$ cat src/rtl/nn_seq_pkg.sv
// Shared types and constants for the two-layer forward-pass sequencer.
package nn_seq_pkg;

    localparam int unsigned DATA_W          = 8;
    localparam int unsigned FRAC_BITS       = 4;
    localparam int unsigned TIMEOUT_DEFAULT = 256;

    typedef enum logic [2:0] {
        ST_IDLE,
        ST_CLR0,
        ST_RUN0,
        ST_CLR1,
        ST_RUN1,
        ST_DONE
    } state_t;

    // Bits needed to hold values 0..n, never less than one bit.
    function automatic int unsigned width_for(input int unsigned n);
        return (n < 1) ? 1 : $clog2(n + 1);
    endfunction

endpackage

$ cat src/rtl/nn_seq_port.sv
// Per-layer port: input-read mux with range check, bad-address detect and
// a saturating RUN-state watchdog.
module nn_seq_port #(
    parameter int unsigned WORD_W  = 8,
    parameter int unsigned N_WORDS = 2,
    parameter int unsigned ADDR_W  = 2,
    parameter int unsigned TIMEOUT = 256
) (
    input  logic                        clk,
    input  logic                        rst,
    input  logic [N_WORDS*WORD_W-1:0]   buf_data,
    input  logic                        trig,
    input  logic [ADDR_W-1:0]           addr,
    input  logic                        wd_clr,
    input  logic                        wd_run,
    output logic [WORD_W-1:0]           rd_data_c,
    output logic                        bad_addr_c,
    output logic                        timeout_c
);
    import nn_seq_pkg::*;

    localparam int unsigned CNT_W = width_for(TIMEOUT - 1);
    localparam logic [CNT_W-1:0] WD_LAST = CNT_W'(TIMEOUT - 1);

    logic [CNT_W-1:0] wd_cnt;

    // Read mux; addresses past the buffer return zero.
    always_comb begin
        rd_data_c = '0;
        for (int unsigned i = 0; i < N_WORDS; i++) begin
            if (addr == ADDR_W'(i)) begin
                rd_data_c = buf_data[i*WORD_W +: WORD_W];
            end
        end
    end

    // A strobe with an address outside the buffer is an error.
    always_comb begin
        bad_addr_c = trig && (32'(addr) >= N_WORDS);
        timeout_c  = wd_run && (wd_cnt == WD_LAST);
    end

    // Watchdog counts RUN cycles and holds at its last value.
    always_ff @(posedge clk) begin
        if (rst || wd_clr) begin
            wd_cnt <= '0;
        end else if (wd_run && (wd_cnt != WD_LAST)) begin
            wd_cnt <= wd_cnt + CNT_W'(1);
        end
    end

endmodule

$ cat src/rtl/nn_layer_sequencer.sv
// Runs one forward pass: latch input, run layer 0, run layer 1, return result.
module nn_layer_sequencer #(
    parameter int unsigned DATA_W  = nn_seq_pkg::DATA_W,
    parameter int unsigned N_IN    = 2,
    parameter int unsigned N_HID   = 2,
    parameter int unsigned N_OUT   = 1,
    parameter int unsigned TIMEOUT = nn_seq_pkg::TIMEOUT_DEFAULT,
    localparam int unsigned A0_W   = nn_seq_pkg::width_for(N_IN),
    localparam int unsigned A1_W   = nn_seq_pkg::width_for(N_HID)
) (
    input  logic                      clk,
    input  logic                      rst,
    input  logic                      start,
    input  logic [N_IN*DATA_W-1:0]    x_in,
    output logic                      busy,
    output logic                      done,
    output logic                      err,
    output logic [N_OUT*DATA_W-1:0]   y_out,
    output logic                      l0_rst,
    output logic                      l0_req,
    input  logic                      l0_trig,
    input  logic [A0_W-1:0]           l0_addr,
    output logic [DATA_W-1:0]         l0_data,
    input  logic                      l0_ack,
    input  logic [N_HID*DATA_W-1:0]   l0_a,
    output logic                      l1_rst,
    output logic                      l1_req,
    input  logic                      l1_trig,
    input  logic [A1_W-1:0]           l1_addr,
    output logic [DATA_W-1:0]         l1_data,
    input  logic                      l1_ack,
    input  logic [N_OUT*DATA_W-1:0]   l1_a
);
    import nn_seq_pkg::*;

    state_t                     state;
    logic [N_IN*DATA_W-1:0]     x_buf;
    logic [N_HID*DATA_W-1:0]    h_buf;
    logic                       bad0_c;
    logic                       bad1_c;
    logic                       to0_c;
    logic                       to1_c;

    // Layer resets follow the global reset and pulse in each layer's CLR cycle.
    assign l0_rst = rst | (state == ST_CLR0);
    assign l1_rst = rst | (state == ST_CLR1);

    nn_seq_port #(
        .WORD_W  (DATA_W),
        .N_WORDS (N_IN),
        .ADDR_W  (A0_W),
        .TIMEOUT (TIMEOUT)
    ) u_port0 (
        .clk        (clk),
        .rst        (rst),
        .buf_data   (x_buf),
        .trig       (l0_trig),
        .addr       (l0_addr),
        .wd_clr     (state == ST_CLR0),
        .wd_run     (state == ST_RUN0),
        .rd_data_c  (l0_data),
        .bad_addr_c (bad0_c),
        .timeout_c  (to0_c)
    );

    nn_seq_port #(
        .WORD_W  (DATA_W),
        .N_WORDS (N_HID),
        .ADDR_W  (A1_W),
        .TIMEOUT (TIMEOUT)
    ) u_port1 (
        .clk        (clk),
        .rst        (rst),
        .buf_data   (h_buf),
        .trig       (l1_trig),
        .addr       (l1_addr),
        .wd_clr     (state == ST_CLR1),
        .wd_run     (state == ST_RUN1),
        .rd_data_c  (l1_data),
        .bad_addr_c (bad1_c),
        .timeout_c  (to1_c)
    );

    // Pass sequencing FSM; ack takes priority over a same-edge timeout.
    always_ff @(posedge clk) begin
        if (rst) begin
            state  <= ST_IDLE;
            busy   <= 1'b0;
            done   <= 1'b0;
            err    <= 1'b0;
            l0_req <= 1'b0;
            l1_req <= 1'b0;
            y_out  <= '0;
            x_buf  <= '0;
            h_buf  <= '0;
        end else begin
            done <= 1'b0;
            if ((state != ST_IDLE) && (bad0_c || bad1_c)) begin
                err <= 1'b1;
            end
            unique case (state)
                ST_IDLE: begin
                    if (start) begin
                        x_buf <= x_in;
                        err   <= 1'b0;
                        busy  <= 1'b1;
                        state <= ST_CLR0;
                    end
                end
                ST_CLR0: begin
                    l0_req <= 1'b1;
                    state  <= ST_RUN0;
                end
                ST_RUN0: begin
                    if (l0_ack) begin
                        h_buf  <= l0_a;
                        l0_req <= 1'b0;
                        state  <= ST_CLR1;
                    end else if (to0_c) begin
                        err    <= 1'b1;
                        y_out  <= '0;
                        l0_req <= 1'b0;
                        done   <= 1'b1;
                        state  <= ST_DONE;
                    end
                end
                ST_CLR1: begin
                    l1_req <= 1'b1;
                    state  <= ST_RUN1;
                end
                ST_RUN1: begin
                    if (l1_ack) begin
                        y_out  <= l1_a;
                        l1_req <= 1'b0;
                        done   <= 1'b1;
                        state  <= ST_DONE;
                    end else if (to1_c) begin
                        err    <= 1'b1;
                        y_out  <= '0;
                        l1_req <= 1'b0;
                        done   <= 1'b1;
                        state  <= ST_DONE;
                    end
                end
                ST_DONE: begin
                    busy  <= 1'b0;
                    state <= ST_IDLE;
                end
                default: begin
                    busy   <= 1'b0;
                    l0_req <= 1'b0;
                    l1_req <= 1'b0;
                    state  <= ST_IDLE;
                end
            endcase
        end
    end

endmodule

$ cat config.mk
export PLATFORM = sky130hd
export DESIGN_NAME = nn_layer_sequencer
export DESIGN_NICKNAME = d
export VERILOG_FILES = /design/src/rtl/nn_seq_pkg.sv /design/src/rtl/nn_seq_port.sv /design/src/rtl/nn_layer_sequencer.sv
export SDC_FILE = /design/constraint.sdc
export NUM_CORES = 1
export LEC_CHECK = 0
export CORE_ASPECT_RATIO = 0.75
export CORE_MARGIN = 2
export CORE_UTILIZATION = 40
export CTS_BUF_LIST = sky130_fd_sc_hd__clkbuf_4 sky130_fd_sc_hd__clkbuf_8 sky130_fd_sc_hd__clkbuf_16
export CTS_CLUSTER_DIAMETER = 50
export CTS_CLUSTER_SIZE = 14
export DETAILED_ROUTE_END_ITERATION = 6
export GPL_ROUTABILITY_DRIVEN = 0
export PLACE_DENSITY = 0.68
export SYNTH_ARGS = -nofsm -noshare
export SYNTH_HDL_FRONTEND = slang
export SYNTH_SLANG_ARGS = --single-unit
$ cat constraint.sdc
create_clock -name clk -period 1.9 [get_ports clk]
set_input_delay 0.285 -clock clk [delete_from_list [all_inputs] [get_ports clk]]
set_output_delay 0.285 -clock clk [all_outputs]
set_load 0.05 [all_outputs]
==> flow_metrics.tcl <==
set metrics [dict create \
    placed_cell_area_mm2 0.004045 \
    cp_top_family "buffers and inverters" \
    io_buffers 81 \
    p_sw_w 0.0009410 \
    avgRoutedWirePerCell_um 13.94 \
    setup_tns_ns 0 \
    p_per_area_mw_per_mm2 812.0 \
    antenna_found_initial 0 \
    fp-row-count 26 \
    ys_ff_latch 64 \
    path_buf_inv 1 \
    setup_violations 0 \
    ys_seq_area_share_pct 44.14 \
    drive_gt1_share_pct 13.59 \
    n_antenna_cell 0 \
    cts.sinks 64 \
    drc 0 \
    slowest_delay_ns 0.84 \
    clkLatencyLatePin_ns 0.34 \
    cts_tree "built" \
    p_leak_nw 1.611 \
    netlist.area_leader.share_pct 44.14 \
    synth_area_leaders "dfxtp_1 (44%), nand2_1 (11%), a21oi_1 (8.3%)" \
    fin_area_mm2 0.004284 \
    hold_viol_final 0 \
    synthesis.area_mm2 0.002903 \
    dp_cells 531 \
    p_comb_share_pct 19.6 \
    drtIter0Drc 90 \
    dieArea_mm2 0.007961 \
    synth_cells 359 \
    die_x_um 102.4 \
    path_clk_slew_ns 0.07 \
    pin_count 82 \
    drt-total-wl_um 7625 \
    crit_start "busy" \
    synth_ff_type "dfxtp_1" \
    crit_fanout 3 \
    path_cells "clkdlybuf4s50_1" \
    grt_max_degree 28 \
    grt_pass1_wl_um 12280 \
    overflow 0 \
    async_flop_share_pct 0 \
    post_cts_buffers 0 \
    synth_edf_count 0 \
    hold_class "in2reg" \
    post-place-ws_ns 0.06716 \
    finalCritPeriodShare_pct 96.10 \
    nFillCells 626 \
    criticalPathCategory "reg2out" \
    peakVddDrop_uv 394.2 \
    cp.required_ns 1.62 \
    ys_warn_count 0 \
    min-delay-start "rst" \
    num-nets-final 497 \
    r2r.worst_path.cells 6 \
    seq_power_share_pct 42.1 \
    crit_cells 1 \
    r2r_start "u_port0.wd_cnt[0]" \
    maxCapViolations 0 \
    syn-num-nets 412 \
    cp_slowest_cell "clkdlybuf4s50_1" \
    area_growth_pct 47.59 \
    worst_hold_slack_ns 0.3388 \
    tightest_slew_ns 0.5285 \
    worst_setup_path_end_kind "output port" \
    clock_skew_ns 0.004333 \
    fin_ws_ns 0.07414 \
    die_y_um 77.78 \
    finalCriticalPeriod_ns 1.826 \
    outcome "complete, no violations" \
    grt_pass1_vias 2636 \
    synth_area_leader_cell "dfxtp_1" \
    clock-root-buffer "clkbuf_8" \
    grt_usage_pct 19.64 \
    cp.arrival_ns 1.54 \
    place.detailed.hpwl_um 5395 \
    rsz0062_at_grt "no" \
    min_path_cells 3 \
    num_vias 2776 \
    synth.avg_cell_area_um2 8.086 \
    final_max_slew_viol_count 0 \
    htreeDepth 3 \
    p_int_w 0.002538 \
    slew_headroom_pct 64.65 \
    start_util_pct 41.89 \
    layout.cells.most_common "nand2_1" \
    fin_cells 547 \
    ys_types 45 \
    design.core.area_mm2 0.006929 \
    sw_frac_of_total_pct 27.05 \
    layout_common_cells "nand2_1 (83), dfxtp_1 (63), clkdlybuf4s50_1 (62)" \
    power_frac_clock_pct 38.3 \
    crit_path_start_kind "flop" \
    first_pass_iters 5 \
    ant_nets 0 \
    vias_per_cell 5.075 \
    clk_path_buf_depth 2 \
    numCtsBuffers 9 \
    fmax_mhz 547.7 \
]
[layer usage]
metal  vias up  wire length (µm)  GRT usage, %
met5         -                 0             0
met4         0                72         6.800
met3         7               519         6.216
met2        86              3550         31.25
met1      1271              3483         25.04
li1       1412                 -             -
[through the flow]
step                      power, W  utilization, %
final                     0.003479           61.83
after global routing      0.003624           61.83
after CTS                 0.003510           61.72
after detailed placement  0.002170           58.38
after global placement    0.002159           58.38
after floorplan           0.001875               -
[Yosys cell counts (3+ instances only)]
master,count
clkbuf_1,15
o21ai_0,4
a21oi_1,48
mux2i_1,20
o31ai_1,8
or3_1,3
xor2_1,7
nor4_1,4
nor3_1,6
nand4_1,4
nand2_1,83
dfxtp_1,64
nor2_1,36
o211ai_1,3
nor2b_1,3
and2_1,3
buf_2,7
nand3_1,5
[sequential cells by signal, indices dropped and copies added, names as in the netlist, 3 cells and up]
name            flops
u_port1.wd_cnt      8
u_port0.wd_cnt      8
x_buf              16
h_buf              16
y_out               8
state               3
[final cells by class]
cell class                      instances  area [µm²]  share of cell area (%)
Tap cell                               98       122.6                   2.862
Clock inverter                          5       78.83                   1.840
Inverter                                2       7.507                  0.1752
Timing Repair Buffer                   98        1126                   26.29
Sequential cell                        64        1282                   29.94
Multi-Input combinational cell        269        1515                   35.37
Clock buffer                           11       151.4                   3.534
[power by group through the flow]
| stage | clock network [W] | registers (W) | logic [W] |
|---|---|---|---|
| 3_5_place_dp | 0 | 0.00149 | 0.000676 |
| 4_1_cts | 0.00136 | 0.00147 | 0.000681 |
| 6_report | 0.00133 | 0.00147 | 0.000680 |
| 3_3_place_gp | 0 | 0.00149 | 0.000668 |
| 5_1_grt | 0.00142 | 0.00147 | 0.000731 |
| 2_1_floorplan | 0 | 0.00152 | 0.000355 |
[cells by family (layout without fill, tap and decap cells)]
| family | Yosys count | after routing | synth area share (%) |
|---|---|---|---|
| xor gates and xnor gates | 7 | 7 | 2.112 |
| DFF | 64 | 64 | 44.14 |
| buffers and inverters | 26 | 116 | 3.922 |
| muxes | 20 | 20 | 6.896 |
| AOI/OAI and AO/OA | 80 | 80 | 16.94 |
| and+or+nand+nor | 160 | 160 | 25.13 |
| adders and majority gates | 2 | 2 | 0.8619 |
[final timing paths]
check                      endpoint  slack [ns]
setup / recovery               busy        0.07
hold / removal    u_port0.wd_cnt[7]        0.34
setup reg to reg           y_out[1]        0.17
hold reg to reg            h_buf[5]        0.46
[what timing repair did]
action                     in CTS  in global routing
gates resized for setup         1                  2
hold buffers                    0                  0
setup endpoints to repair       2                  1
Note: power is estimated with default switching activity, not from simulation.
